## config.mk

```make
export PLATFORM = sky130hd
export DESIGN_NAME = vh_stim_misr
export DESIGN_NICKNAME = d
export VERILOG_FILES = /design/src/rtl/vh_stim_misr.sv
export SDC_FILE = /design/constraint.sdc
export NUM_CORES = 1
export LEC_CHECK = 0
export ABC_AREA = 1
export BUFFER_PORTS_ARGS = -buffer_cell sky130_fd_sc_hd__buf_2
export CORE_ASPECT_RATIO = 0.8
export CORE_MARGIN = 5
export CORE_UTILIZATION = 51
export CTS_CLUSTER_DIAMETER = 120
export DETAILED_ROUTE_END_ITERATION = 7
export GPL_ROUTABILITY_DRIVEN = 0
export PLACE_DENSITY = 0.76
export SLEW_MARGIN = 0
export SYNTH_ARGS = -nofsm -noshare
export SYNTH_HDL_FRONTEND = slang
export SYNTH_SLANG_ARGS = --single-unit
```

## constraint.sdc

```tcl
create_clock -name clk -period 1.6 [get_ports clk]
set_input_delay 0.24 -clock clk [delete_from_list [all_inputs] [get_ports clk]]
set_output_delay 0.24 -clock clk [all_outputs]
set_load 0.01 [all_outputs]
```

## src/rtl/vh_stim_misr.sv

```systemverilog
// Stimulus counter plus 32-bit MISR compactor for expression-semantics test DUTs.
// Optional undef detection on the DUT response is enabled by defining VH_STIM_MISR_XCHECK_EN.
module vh_stim_misr #(
  parameter int          A_WIDTH     = 4,
  parameter int          Y_WIDTH     = 16,
  parameter int          NUM_VECTORS = 16,
  parameter logic [31:0] POLY        = 32'h04C11DB7
) (
  input  logic               clk,
  input  logic               rst,
  input  logic               start,
  output logic [A_WIDTH-1:0] a,
  input  logic [Y_WIDTH-1:0] y,
  output logic               busy,
  output logic               done,
  output logic [31:0]        sig,
  output logic               x_seen
);

  localparam int IDX_W  = $clog2(NUM_VECTORS + 1);
  localparam int NCHUNK = (Y_WIDTH + 31) / 32;
  localparam logic [IDX_W-1:0] LAST_IDX = IDX_W'(NUM_VECTORS - 1);

  typedef enum logic [1:0] {
    IDLE = 2'd0,
    RUN  = 2'd1,
    DONE = 2'd2
  } state_t;

  state_t                 state, state_n;
  logic [IDX_W-1:0]       idx, idx_n, idx_inc;
  logic [A_WIDTH-1:0]     a_n;
  logic [31:0]            sig_n;
  logic                   busy_n, done_n;
  logic                   accept_start;
  logic [NCHUNK*32-1:0]   y_ext;
  logic [31:0]            fold;

  function automatic logic [31:0] misr_step(input logic [31:0] s, input logic [31:0] f);
    return {s[30:0], 1'b0} ^ (s[31] ? POLY : 32'h0) ^ f;
  endfunction

  // Wide responses are zero-padded to whole 32-bit chunks and XOR-folded into one word.
  assign y_ext = (NCHUNK*32)'(y);

  always_comb begin
    fold = 32'h0;
    for (int i = 0; i < NCHUNK; i++) begin
      fold = fold ^ y_ext[i*32 +: 32];
    end
  end

  assign idx_inc      = idx + IDX_W'(1);
  assign accept_start = start && (state == IDLE || state == DONE);

  always_comb begin
    state_n = state;
    idx_n   = idx;
    a_n     = a;
    sig_n   = sig;
    busy_n  = busy;
    done_n  = done;
    case (state)
      IDLE, DONE: begin
        if (start) begin
          state_n = RUN;
          idx_n   = '0;
          a_n     = '0;
          sig_n   = 32'h0;
          busy_n  = 1'b1;
          done_n  = 1'b0;
        end
      end
      RUN: begin
        // The last vector is still absorbed; only idx and a stop advancing.
        sig_n = misr_step(sig, fold);
        if (idx == LAST_IDX) begin
          state_n = DONE;
          busy_n  = 1'b0;
          done_n  = 1'b1;
        end else begin
          idx_n = idx_inc;
          a_n   = A_WIDTH'(idx_inc);
        end
      end
      default: begin
        state_n = IDLE;
        busy_n  = 1'b0;
        done_n  = 1'b0;
      end
    endcase
  end

  always_ff @(posedge clk or posedge rst) begin
    if (rst) begin
      state <= IDLE;
      idx   <= '0;
      a     <= '0;
      sig   <= 32'h0;
      busy  <= 1'b0;
      done  <= 1'b0;
    end else begin
      state <= state_n;
      idx   <= idx_n;
      a     <= a_n;
      sig   <= sig_n;
      busy  <= busy_n;
      done  <= done_n;
    end
  end

`ifdef VH_STIM_MISR_XCHECK_EN
  // Sticky per run: cleared only by reset or by the start that opens the next run.
  always_ff @(posedge clk or posedge rst) begin
    if (rst) begin
      x_seen <= 1'b0;
    end else if (accept_start) begin
      x_seen <= 1'b0;
    end else if (state == RUN && ((^y) === 1'bx)) begin
      x_seen <= 1'b1;
    end
  end
`else
  assign x_seen = 1'b0;
`endif

endmodule

```

Yosys cells after proc, flatten, opt, wreduce, memory -nomap -nowiden
Index checks and enable logic that the tools add are counted.
{ "totals": {"out_inout_bits": 39, "regBits": 45} }
{ "classes": {"n_eq_ne": 6, "add_sub_neg": 1, "bitwise": 2, "muxes": 18, "reduce_logical": 6} }
{ "ops": {"columns": ["cell", "n"], "rows": [
  ["$pmux W32 S2", 1],
  ["$mux W32", 1],
  ["$xor A32 B16 Y32", 1],
  ["$xor A32 B27 Y32", 1],
  ["$mux W27", 1],
  ["$mux W5", 2],
  ["$pmux W5 S2", 1],
  ["$mux W4", 2],
  ["$pmux W4 S2", 1],
  ["$ne A2 B2 Y1 const B", 3],
  ["$add A5 B1 Y5 const B", 1],
  ["$eq A5 B4 Y1 const B", 1],
  ["$mux W1", 4],
  ["$mux W2", 2],
  ["$pmux W1 S2", 2],
  ["$pmux W2 S2", 1],
  ["$reduce_and A2 Y1", 2],
  ["$reduce_and A3 Y1", 1],
  ["$eq A2 B1 Y1 const B", 1],
  ["$eq A2 B2 Y1 const B", 1],
  ["$logic_not A2 Y1", 1],
  ["$reduce_bool A2 Y1", 1],
  ["$reduce_or A2 Y1", 1]
]} }

Depth between registers and ports, before layout
{ "logic_depth": {"ltp_word": 4, "ltp_mapped": 9} }

Least setup slack after synthesis
Ideal clock, no wire load.
{ "synth_path": {"path_type": "reg2reg", "from": "register a[0] (netlist name)", "to": "register idx[4]", "slack_ns": 0.216, "period_less_slack_ns": 1.384, "path_buffers": 0, "t_required_ns": 1.474, "arrival_time_ns": 1.258, "path_stages_with_launch": 9, "path_cell_list": "dfrtp_1 ha_1 nand2_1 nor2_1 ha_1 inv_1 nand3_1 nand2_1 o21ai_0"} }
{ "synth_rtl": {"columns": ["element", "line_no", "source"], "rows": [
  ["end signal: assignment", "104", "idx <= idx_n;"],
  ["end: declaration", "31", "logic [IDX_W-1:0] idx, idx_n, idx_inc;"]
]} }

==> impl_summary.md <==
Status
The flow ran to the end, and the final reports show no timing, DRC or antenna violations.

Critical path
STA classifies the critical path endpoint as a register. The startpoint of the worst setup timing path is a[1]. The source of the worst register-to-register timing path is a[1]. The required time at the endpoint of the critical path is 1.77 ns. STA classifies the critical path startpoint as a register.

By startpoint and endpoint, the worst setup path is classified as register to register. At the worst endpoint, the arrival time is 1.62 ns. The critical-path maximum fanout is 4.

Clocking
The CTS H-tree depth is 2. The later pin in the worst-skew pair is clocked with a latency of 0.29 ns. No sink is reached through more buffers than the 2 on the longest clock path. The clock tree from TritonCTS is yes. After clock tree synthesis, the clock-pin slew on the worst setup and hold paths is around 0.08 ns. The number of buffers created by CTS is 5.

The tree is rooted in a sky130_fd_sc_hd__clkbuf_8. The clock sink count is 40.

GRT
The via count of the first global-routing pass is 1572. The number of antenna violations at the first check in global routing is 0. The global-route congestion overflow total is 0. In the global route stage, overall resource usage came out at 0.169. The maximum number of pins on one net before global-route repair is 41. The first global-routing pass estimated between 6000 and 7000 µm of wire.

Layout
The final net count is 322. The share of layout cells above drive strength 1 is 0.262. The diode insertion count for antenna repair is 0. The layout overhead on the synthesized area is 20.5%.

Logic synthesis
Of all flip-flops after synthesis, the portion carrying an async set or reset was 1.00. In the post-synthesis netlist, the cell with the most instances is sky130_fd_sc_hd__nand2_1. In this run the mean area of a mapped cell was 8.07 µm². The flip-flop cell with the highest count after synthesis is sky130_fd_sc_hd__dfrtp_1.

The yosys synthesis warning count is 0. Counting flops and latches in the post-synthesis netlist gives 40. By area, the combinational part of the netlist is dominated by simple AND/OR/NAND/NOR gates. sky130_fd_sc_hd__dfrtp_1 takes more of the synthesized area than any other cell.

The count of flip-flops with a built-in enable after synthesis is 0. The area fraction in compound gates after synthesis is 0.0851. Of the synthesized area, sequential elements account for 0.504. In this run, distinct cell masters in the synthesized netlist total 19. The share of synthesized area in the top cell type comes to 0.504. The adder and majority gate portion of the synthesized area is 0.0126. By count the netlist is led by sky130_fd_sc_hd__nand2_1 (72), sky130_fd_sc_hd__inv_1 (42), sky130_fd_sc_hd__dfrtp_1 (40). Of the total synthesized cell area, the portion taken by XOR and XNOR cells is 0.0309. In the post-synthesis netlist, the biggest area contributors are sky130_fd_sc_hd__dfrtp_1 (50%), sky130_fd_sc_hd__nand2_1 (14%), sky130_fd_sc_hd__inv_1 (7.9%).

Of the total synthesized cell area, the portion taken by AND, OR, NAND and NOR gates is 0.231. After synthesis the cells add up to roughly 2000 µm². The number of standard cells after synthesis is 246. The synthesized net count is 267. The portion of synthesized area spent on multiplexers is 0.

Floorplanning
During I/O placement, the number of pins put on the boundary was 58. The horizontal extent of the die is between 70 and 80 µm. The floorplan step defined a die boundary enclosing 5250 µm². The effective utilization at floorplan is 0.525. The area of the core region is 3780 µm². The initialized floorplan defines 20 standard-cell rows. Measured along the y axis, the die boundary spans 65.8 µm.

Pwr
The worst vdd rail ir drop is about 1.1 mV. The total leakage power is 0.00136 µW. The internal cell power is a little over 3000 µW. The analysis attributes to net switching a power of 2410 µW. After layout, the design draws a total of roughly 5400 µW. For this design the ratio of total power to cell area is 2270 nW/µm².

The register share of total power is 0.350. The share of total power dissipated in the clock network is 0.126. The logic gate share of total power is 0.524. The switching part of the total power is 0.444.

STA
Setup repair after global routing left no endpoint under its margin. For the pin with the worst max-slew slack, the measured transition is 0.508 ns. The max-slew violation count came to 0.

Setup violations remaining at the end of the flow were counted as 0. The smallest clock period supported by the final layout is computed as 1.45 ns. The setup total negative slack is 0 ns.

Measured against its own limit, the worst slew margin works out to 0.661. The highest clock frequency the design can meet is 691 MHz. The period utilization is 0.905. Across the routed clock network, the largest skew measured is 0.00734 ns. The final hold violation count is 0.

Placement
Port buffering added 56 buffers. The estimated wirelength of the detail-placed design is 2960 µm.

Routing
The DRC violations left is 0. Dividing the detail-routed via count by the number of cells gives 4.86. The final wirelength is 4250 µm. The length of the first detailed-routing pass in iterations is 5. The count of vias placed by the detailed router is 1734. The DRC violation total after the first TritonRoute iteration is 112.

Dividing the detail-routed wire length by the instance count gives 11.9 µm. The number of routed nets with antenna violations is 0.

Run
The tool flagged a number of max-cap violations equal to 0.

Hold path
The worst min-delay path category is input port to async pin.
==> flip-flops by register name, indices dropped and copies added, names as in the netlist <==
| register | flops |
|---|---|
| a | 3 |
| busy | 1 |
| done | 1 |
| idx | 2 |
| sig | 32 |
| state | 1 |
==> logic make-up after synthesis <==
group | count (synthesis)
buffers and inverters | 58
AO/OA/AOI/OAI | 29
adder cells (fa/ha/maj) | 2
AND/OR/NAND/NOR | 109
other | 1
XOR/XNOR | 7
flip-flops | 40
==> area by class of cell <==
cell class	instances	area (µm²)
Timing Repair Buffer	61	330
Sequential cell	40	1000
Fill cell	346	1390
Tap cell	55	68.8
Multi-Input combinational cell	148	733
Clock buffer	8	90.1
Inverter	45	169
==> worst max-delay path, stage by stage (launching register included) <==
cell and delay (ns):
sky130_fd_sc_hd__dfrtp_1 0.40, sky130_fd_sc_hd__ha_2 0.21, sky130_fd_sc_hd__nand2_1 0.07, sky130_fd_sc_hd__nor2_2 0.10, sky130_fd_sc_hd__ha_2 0.20, sky130_fd_sc_hd__inv_1 0.07, sky130_fd_sc_hd__nand3_2 0.10, sky130_fd_sc_hd__nand2_2 0.07
sky130_fd_sc_hd__nand2_1 0.06, sky130_fd_sc_hd__o21ai_0 0.07
==> metrics by stage <==
step	setup slack, ns	hold WS (ns)	utilization	area (µm²)	instances
2_1_floorplan	0.216	0.340	-	1990	246
3_3_place_gp	0.150	0.388	0.603	2280	348
3_5_place_dp	0.0789	0.390	0.603	2280	348
4_1_cts	0.0673	0.0791	0.627	2370	356
5_1_grt	0.0224	0.126	0.633	2390	357
6_report	0.152	0.0620	0.633	2390	357
==> worst paths after layout <==
| kind | end | slack [ns] | depth (start not counted) |
|---|---|---|---|
| max | idx[4] | 0.15 | 9 |
| min | sig[24] | 0.06 | 3 |
| max reg2reg | idx[4] | 0.15 | 9 |
| min reg2reg | busy | 0.50 | 2 |
| max in group asynchronous | a[1] | 1.19 | 3 |
| min in group clk | done | 0.19 | 2 |
==> metal layers <==
layer  vias to the layer above  routed length, µm  track usage  part of all wire
met2                        59               1880        0.265              0.44
li1                        875                  -            -                 -
met1                       796               2050        0.232              0.48
met4                         0                 19       0.0549            0.0045
met5                         -                  0            0                 0
met3                         4                293       0.0395             0.069
==> layout by cell type (no fill, tap or decap) <==
cell	n
sky130_fd_sc_hd__nor2_1	4
sky130_fd_sc_hd__clkbuf_8	6
sky130_fd_sc_hd__dfrtp_1	40
sky130_fd_sc_hd__nor2_2	2
sky130_fd_sc_hd__nand2_1	71
sky130_fd_sc_hd__o21ai_0	4
sky130_fd_sc_hd__clkbuf_1	2
sky130_fd_sc_hd__inv_1	42
sky130_fd_sc_hd__xnor2_1	7
sky130_fd_sc_hd__buf_4	4
sky130_fd_sc_hd__o21ai_1	4
sky130_fd_sc_hd__inv_2	3
sky130_fd_sc_hd__o22ai_1	19
sky130_fd_sc_hd__ha_2	2
sky130_fd_sc_hd__a21oi_1	2
sky130_fd_sc_hd__buf_12	1
sky130_fd_sc_hd__nand3_2	1
sky130_fd_sc_hd__buf_2	56
sky130_fd_sc_hd__nand2_2	3
sky130_fd_sc_hd__conb_1	1
sky130_fd_sc_hd__nand2_4	1
sky130_fd_sc_hd__nand3_1	27
==> timing repair <==
action	CTS	global route
hold buffers	0	0
endpoints found under the setup margin	0	6
resized for setup	0	5
hold endpoints to repair	0	0
buffers inserted	0	1
==> power groups by stage <==
stage / clock network, µW / registers (µW) / logic (µW)
2_1_floorplan: 0 / 2100 / 1820
6_report: 686 / 1900 / 2850
3_5_place_dp: 0 / 1920 / 2810
4_1_cts: 703 / 1900 / 2820
3_3_place_gp: 0 / 1900 / 2760
5_1_grt: 752 / 1970 / 3250
(Power assumes the default switching activity.)
